`src/rtl/cook_timer_ctrl.sv`:
```
// cook_timer_ctrl
//   Kitchen countdown timer controller. The user sets MM:SS while idle,
//   starts and pauses the countdown, and hears an alarm for ALARM_SEC
//   seconds once the countdown reaches zero.
//
// Ports
//   clk          system clock, rising edge active
//   reset_p      asynchronous active-high reset
//   clk_sec      one-clk strobe, once per second
//   btn_start    start/pause toggle pulse (also silences the alarm)
//   btn_clear    abort pulse, zeroes the time
//   btn_inc_sec  seconds +1 while idle
//   btn_inc_min  minutes +1 while idle
//   sec1..min10  registered BCD remaining time MM:SS
//   state        registered state: IDLE=00 RUN=01 PAUSE=10 ALARM=11
//   running      registered, high in RUN
//   alarm        registered, high in ALARM
module cook_timer_ctrl #(
  parameter int ALARM_SEC = 5
) (
  input  logic       clk,
  input  logic       reset_p,
  input  logic       clk_sec,
  input  logic       btn_start,
  input  logic       btn_clear,
  input  logic       btn_inc_sec,
  input  logic       btn_inc_min,
  output logic [3:0] sec1,
  output logic [3:0] sec10,
  output logic [3:0] min1,
  output logic [3:0] min10,
  output logic [1:0] state,
  output logic       running,
  output logic       alarm
);

  typedef enum logic [1:0] {
    IDLE  = 2'b00,
    RUN   = 2'b01,
    PAUSE = 2'b10,
    ALARM = 2'b11
  } state_t;

  // Counter value seen on the strobe that ends the alarm.
  localparam logic [3:0] ALARM_LAST = 4'(ALARM_SEC - 1);

  state_t     state_q, state_d;
  logic [3:0] sec1_q, sec1_d;
  logic [3:0] sec10_q, sec10_d;
  logic [3:0] min1_q, min1_d;
  logic [3:0] min10_q, min10_d;
  logic [3:0] cnt_q, cnt_d;
  logic       running_q, running_d;
  logic       alarm_q, alarm_d;

  logic time_zero;
  logic time_one;

  // Increment a two-digit BCD field 00..59, wrapping 59 -> 00.
  function automatic logic [7:0] bcd_inc59(input logic [3:0] tens,
                                           input logic [3:0] ones);
    logic [3:0] t;
    logic [3:0] o;
    t = tens;
    o = ones;
    if (o == 4'd9) begin
      o = 4'd0;
      t = (t == 4'd5) ? 4'd0 : t + 4'd1;
    end else begin
      o = o + 4'd1;
    end
    return {t, o};
  endfunction

  assign time_zero = (min10_q == 4'd0) && (min1_q == 4'd0) &&
                     (sec10_q == 4'd0) && (sec1_q == 4'd0);
  assign time_one  = (min10_q == 4'd0) && (min1_q == 4'd0) &&
                     (sec10_q == 4'd0) && (sec1_q == 4'd1);

  always_comb begin
    state_d = state_q;
    sec1_d  = sec1_q;
    sec10_d = sec10_q;
    min1_d  = min1_q;
    min10_d = min10_q;
    cnt_d   = cnt_q;

    if (btn_clear) begin
      state_d = IDLE;
      sec1_d  = 4'd0;
      sec10_d = 4'd0;
      min1_d  = 4'd0;
      min10_d = 4'd0;
      cnt_d   = 4'd0;
    end else begin
      case (state_q)
        IDLE: begin
          // A start pulse owns the cycle even when it is refused at 00:00.
          if (btn_start) begin
            if (!time_zero) state_d = RUN;
          end else begin
            if (btn_inc_sec) {sec10_d, sec1_d} = bcd_inc59(sec10_q, sec1_q);
            if (btn_inc_min) {min10_d, min1_d} = bcd_inc59(min10_q, min1_q);
          end
        end
        RUN: begin
          if (btn_start) begin
            state_d = PAUSE;
          end else if (clk_sec) begin
            // RUN is only ever held with a nonzero time, so min10 cannot underflow.
            if (sec1_q != 4'd0) begin
              sec1_d = sec1_q - 4'd1;
            end else begin
              sec1_d = 4'd9;
              if (sec10_q != 4'd0) begin
                sec10_d = sec10_q - 4'd1;
              end else begin
                sec10_d = 4'd5;
                if (min1_q != 4'd0) begin
                  min1_d = min1_q - 4'd1;
                end else begin
                  min1_d  = 4'd9;
                  min10_d = min10_q - 4'd1;
                end
              end
            end
            if (time_one) begin
              state_d = ALARM;
              cnt_d   = 4'd0;
            end
          end
        end
        PAUSE: begin
          if (btn_start) state_d = RUN;
        end
        ALARM: begin
          if (btn_start) begin
            state_d = IDLE;
            cnt_d   = 4'd0;
          end else if (clk_sec) begin
            if (cnt_q == ALARM_LAST) begin
              state_d = IDLE;
              cnt_d   = 4'd0;
            end else begin
              cnt_d = cnt_q + 4'd1;
            end
          end
        end
        default: state_d = IDLE;
      endcase
    end

    running_d = (state_d == RUN);
    alarm_d   = (state_d == ALARM);
  end

  always_ff @(posedge clk or posedge reset_p) begin
    if (reset_p) begin
      state_q   <= IDLE;
      sec1_q    <= 4'd0;
      sec10_q   <= 4'd0;
      min1_q    <= 4'd0;
      min10_q   <= 4'd0;
      cnt_q     <= 4'd0;
      running_q <= 1'b0;
      alarm_q   <= 1'b0;
    end else begin
      state_q   <= state_d;
      sec1_q    <= sec1_d;
      sec10_q   <= sec10_d;
      min1_q    <= min1_d;
      min10_q   <= min10_d;
      cnt_q     <= cnt_d;
      running_q <= running_d;
      alarm_q   <= alarm_d;
    end
  end

  assign sec1    = sec1_q;
  assign sec10   = sec10_q;
  assign min1    = min1_q;
  assign min10   = min10_q;
  assign state   = state_q;
  assign running = running_q;
  assign alarm   = alarm_q;

endmodule

```
`config.mk`:
```
export PLATFORM = sky130hd
export DESIGN_NAME = cook_timer_ctrl
export DESIGN_NICKNAME = d
export VERILOG_FILES = /design/src/rtl/cook_timer_ctrl.sv
export SDC_FILE = /design/constraint.sdc
export NUM_CORES = 1
export LEC_CHECK = 0
export BUFFER_PORTS_ARGS = -buffer_cell sky130_fd_sc_hd__buf_2
export CORE_MARGIN = 5
export CORE_UTILIZATION = 52
export DETAILED_ROUTE_END_ITERATION = 16
export PLACE_DENSITY = 0.82
export SLEW_MARGIN = 20
export SYNTH_ARGS = -nofsm -noshare
export SYNTH_HDL_FRONTEND = slang
export SYNTH_SLANG_ARGS = --single-unit
```
`constraint.sdc`:
```
create_clock -name clk -period 1.9 [get_ports clk]
set_clock_uncertainty 0.2 [all_clocks]
set_input_delay 0.19 -clock clk [delete_from_list [all_inputs] [get_ports clk]]
set_output_delay 0.19 -clock clk [all_outputs]
set_load 0.05 [all_outputs]
```
==> results.ini <==
[route]
routedWlPerCell_um=16.5
top_layer=met4
drt_iter0_drc=182
drt-total-wl_um=5260
met2_length_um=2610
drt-met1-wl_um=2320
dr_wl_met3_um=263
firstDrtPassIters=4
viasPerCell=5.90
drcViolationCount=0
vias=1876
ant_nets=0

[setup_path]
rr_worst_depth=7
critPathTopFamily=simple AND/OR/NAND/NOR gates
startpoint_type=register
arrival_ps=2080
path_cells=inv_2, ha_4, nor4b_4, and4_4, o22ai_4, or4_1, nand3_1
cp.depth=7
slowest_stage=dfrtp_2
critPathRequiredTime_ps=1980
critPathCaptureType=register
crit_fanout=6
cp.buffers_inverters=1
cp_slowest_stage_delay_ps=440
path_class=register to register

[power_and_ir_drop]
p_int_mw=1.74
p_sw_mw=1.53
ir_worst_vdd_mv=0.968
p_clk_frac=0.118
p_leak_nw=1.15
p_seq_frac=0.235
swShare=0.468
p_per_area_nw_per_um2=1290
pwr-share-comb=0.647
total_power_mw=3.26

[yosys]
syn-instance-count=214
async_flop_share=1.00
ys.flop_type=dfrtp_1
syn_area_um2=1880
yosysUniqueCellTypes=58
ys_ff_latch=24
yosysSeqAreaShare=0.320
yosys_warnings=0
synthesis.nets=226
synth_edf_count=0
avgSynthCellArea_um2=8.77

[timing]
slew_headroom=0.720
worstMarginPinSlew_ps=414
setup_ws_ps=-99.8
tns_ps=-457
min_period_ps=2000
hold_slack_ps=74.6
period_share=1.05
fmax_mhz=500
maxSlewViolCount=0
setup_viol_count_final=10
rsz0062_at_grt=yes
final_hold_viol_count=0

[worst_hold_path]
hold_depth=3
hold_class=input port to register

[finish]
fill_cells=238
antennaDiodeCount=0
final_nets=285
fin_area_um2=2540
final_layout_size_suffix_gt1_frac=0.478
layout_common_cells=buf_4, buf_2, nand2_1, dfrtp_2, nor2_1
stdcell_count=318
final_common_cell=buf_4
area_delta_synth_final_pct=35.3

[global_routing]
grt_usage=0.187
antenna_found_initial=0
grt_pass1_wl_um=7640
grt_max_degree=25
grt_pass1_vias=1644
overflow=0

[floorplan]
die_x_um=70.1
ios=27
core_um2=3420
die_y_um=70.1
dieArea_um2=4910
fp-row-count=21
initial_core_util=0.549

[flow_run]
max_cap_violations=0

[place]
place_congestion=0.776
dpl.cell_count=302
dp_hpwl_um=3510
port_buffers=26
dpl_cell_area_um2=2290

[run_status]
violations=setup timing
outcome=finished with violations

[clocking]
insertion_delay_ps=330
cts_buffer_depth=2
cts_made_buffers=3
h-tree-depth=1
cts_tree=yes
clk_pin_slew_worst_paths_ps=160
cts.sinks=24
cts_root_buffer=clkbuf_4

==> power groups by stage <==
stage | logic, mW | clock network (mW) | registers [mW]
after floorplan | 0.980 | 0 | 1.17
after global placement | 1.81 | 0 | 0.774
after detailed placement | 1.87 | 0 | 0.783
after CTS | 1.91 | 0.383 | 0.772
after global routing | 2.26 | 0.415 | 0.778
final | 2.11 | 0.384 | 0.768
==> through the flow <==
| step | setup WS (ps) | utilization |
|---|---|---|
| 6_report | -99.8 | 0.744 |
| 5_1_grt | -163 | 0.744 |
| 4_1_cts | -107 | 0.695 |
| 3_5_place_dp | -90.5 | 0.670 |
| 3_3_place_gp | 13.6 | 0.670 |
| 2_1_floorplan | -162 | - |
==> registers in the layout, indices dropped and copies added, names as in the netlist <==
register  count
alarm         1
cnt_q         4
min1          4
min10         4
running       1
sec1          4
sec10         4
state         2
==> Yosys cell counts (2+ instances only) <==
cell | n | share of area
a211oi_1 | 2 | 0.0080
a211oi_2 | 2 | 0.013
a21o_1 | 3 | 0.012
a21oi_1 | 9 | 0.024
a22o_1 | 4 | 0.019
a2bb2oi_1 | 2 | 0.0093
a311oi_1 | 3 | 0.014
a31oi_1 | 2 | 0.0067
buf_2 | 6 | 0.016
buf_6 | 3 | 0.018
clkbuf_1 | 7 | 0.014
dfrtp_1 | 24 | 0.32
ha_1 | 5 | 0.033
inv_1 | 10 | 0.020
mux2_2 | 3 | 0.018
mux2i_1 | 5 | 0.027
nand2_1 | 16 | 0.032
nand2b_1 | 4 | 0.013
nand3_1 | 9 | 0.024
nor2_1 | 13 | 0.026
nor2b_1 | 6 | 0.020
nor3_1 | 12 | 0.032
nor3b_1 | 4 | 0.016
nor4_1 | 2 | 0.0067
nor4_4 | 2 | 0.023
nor4b_1 | 2 | 0.0093
o211ai_1 | 2 | 0.0080
o21ai_0 | 14 | 0.037
o21bai_1 | 3 | 0.012
o31ai_1 | 3 | 0.012
or2_2 | 2 | 0.0067
xnor2_1 | 4 | 0.019
==> final timing paths <==
kind	from	endpoint	slack, ps
min in group asynchronous	reset_p	cnt_q[3]$_DFFE_PP0P_	240
max in group asynchronous	reset_p	sec1[1]$_DFFE_PP0P_	970
hold reg to reg	cnt_q[1]$_DFFE_PP0P_	cnt_q[1]$_DFFE_PP0P_	370
hold / removal	btn_start	alarm$_DFF_PP0_	70
setup / recovery	min10[1]$_DFFE_PP0P_	cnt_q[3]$_DFFE_PP0P_	-100
setup reg to reg	min10[1]$_DFFE_PP0P_	cnt_q[3]$_DFFE_PP0P_	-100
==> cells by family after synthesis <==
family,count (synthesis),synth area share
compound gates,60,0.235
xor+xnor,5,0.0233
fa+ha+maj,5,0.0333
buf+inv,28,0.0760
flops,24,0.320
mux,8,0.0447
simple gates,84,0.268
==> worst reg2reg max path, cell delays in order (launching register included) <==
cell     delay, ps
dfrtp_2        440
inv_2           80
ha_4           140
nor4b_4        220
and4_4         290
o22ai_4         90
or4_1          420
nand3_1         90
==> repair_timing <==
item / 4_1_cts / 5_1_grt
gates resized for setup: 1 / 28
endpoints found under the hold margin: 25 / 0
pin swaps: 2 / 12
hold buffers: 2 / 0
setup buffers: 1 / 9
endpoints found under the setup margin: 6 / 21
==> area by class of cell <==
class,instances,area [um^2],share of cell area
inverter,10,37.5,0.0148
multi-input combinational,162,1280,0.503
timing repair buffer,72,493,0.194
clock inverter,1,30.0,0.0118
clock buffer,3,22.5,0.00887
tap,46,57.6,0.0227
sequential,24,621,0.244
==> layer usage <==
| layer | vias up | GRT usage |
|---|---|---|
| met3 | 7 | 0.0273 |
| met5 | - | 0 |
| met2 | 70 | 0.308 |
| met4 | 0 | 0.0447 |
| li1 | 899 | - |
| met1 | 900 | 0.259 |
No activity file was read; power rests on OpenSTA's default activity.
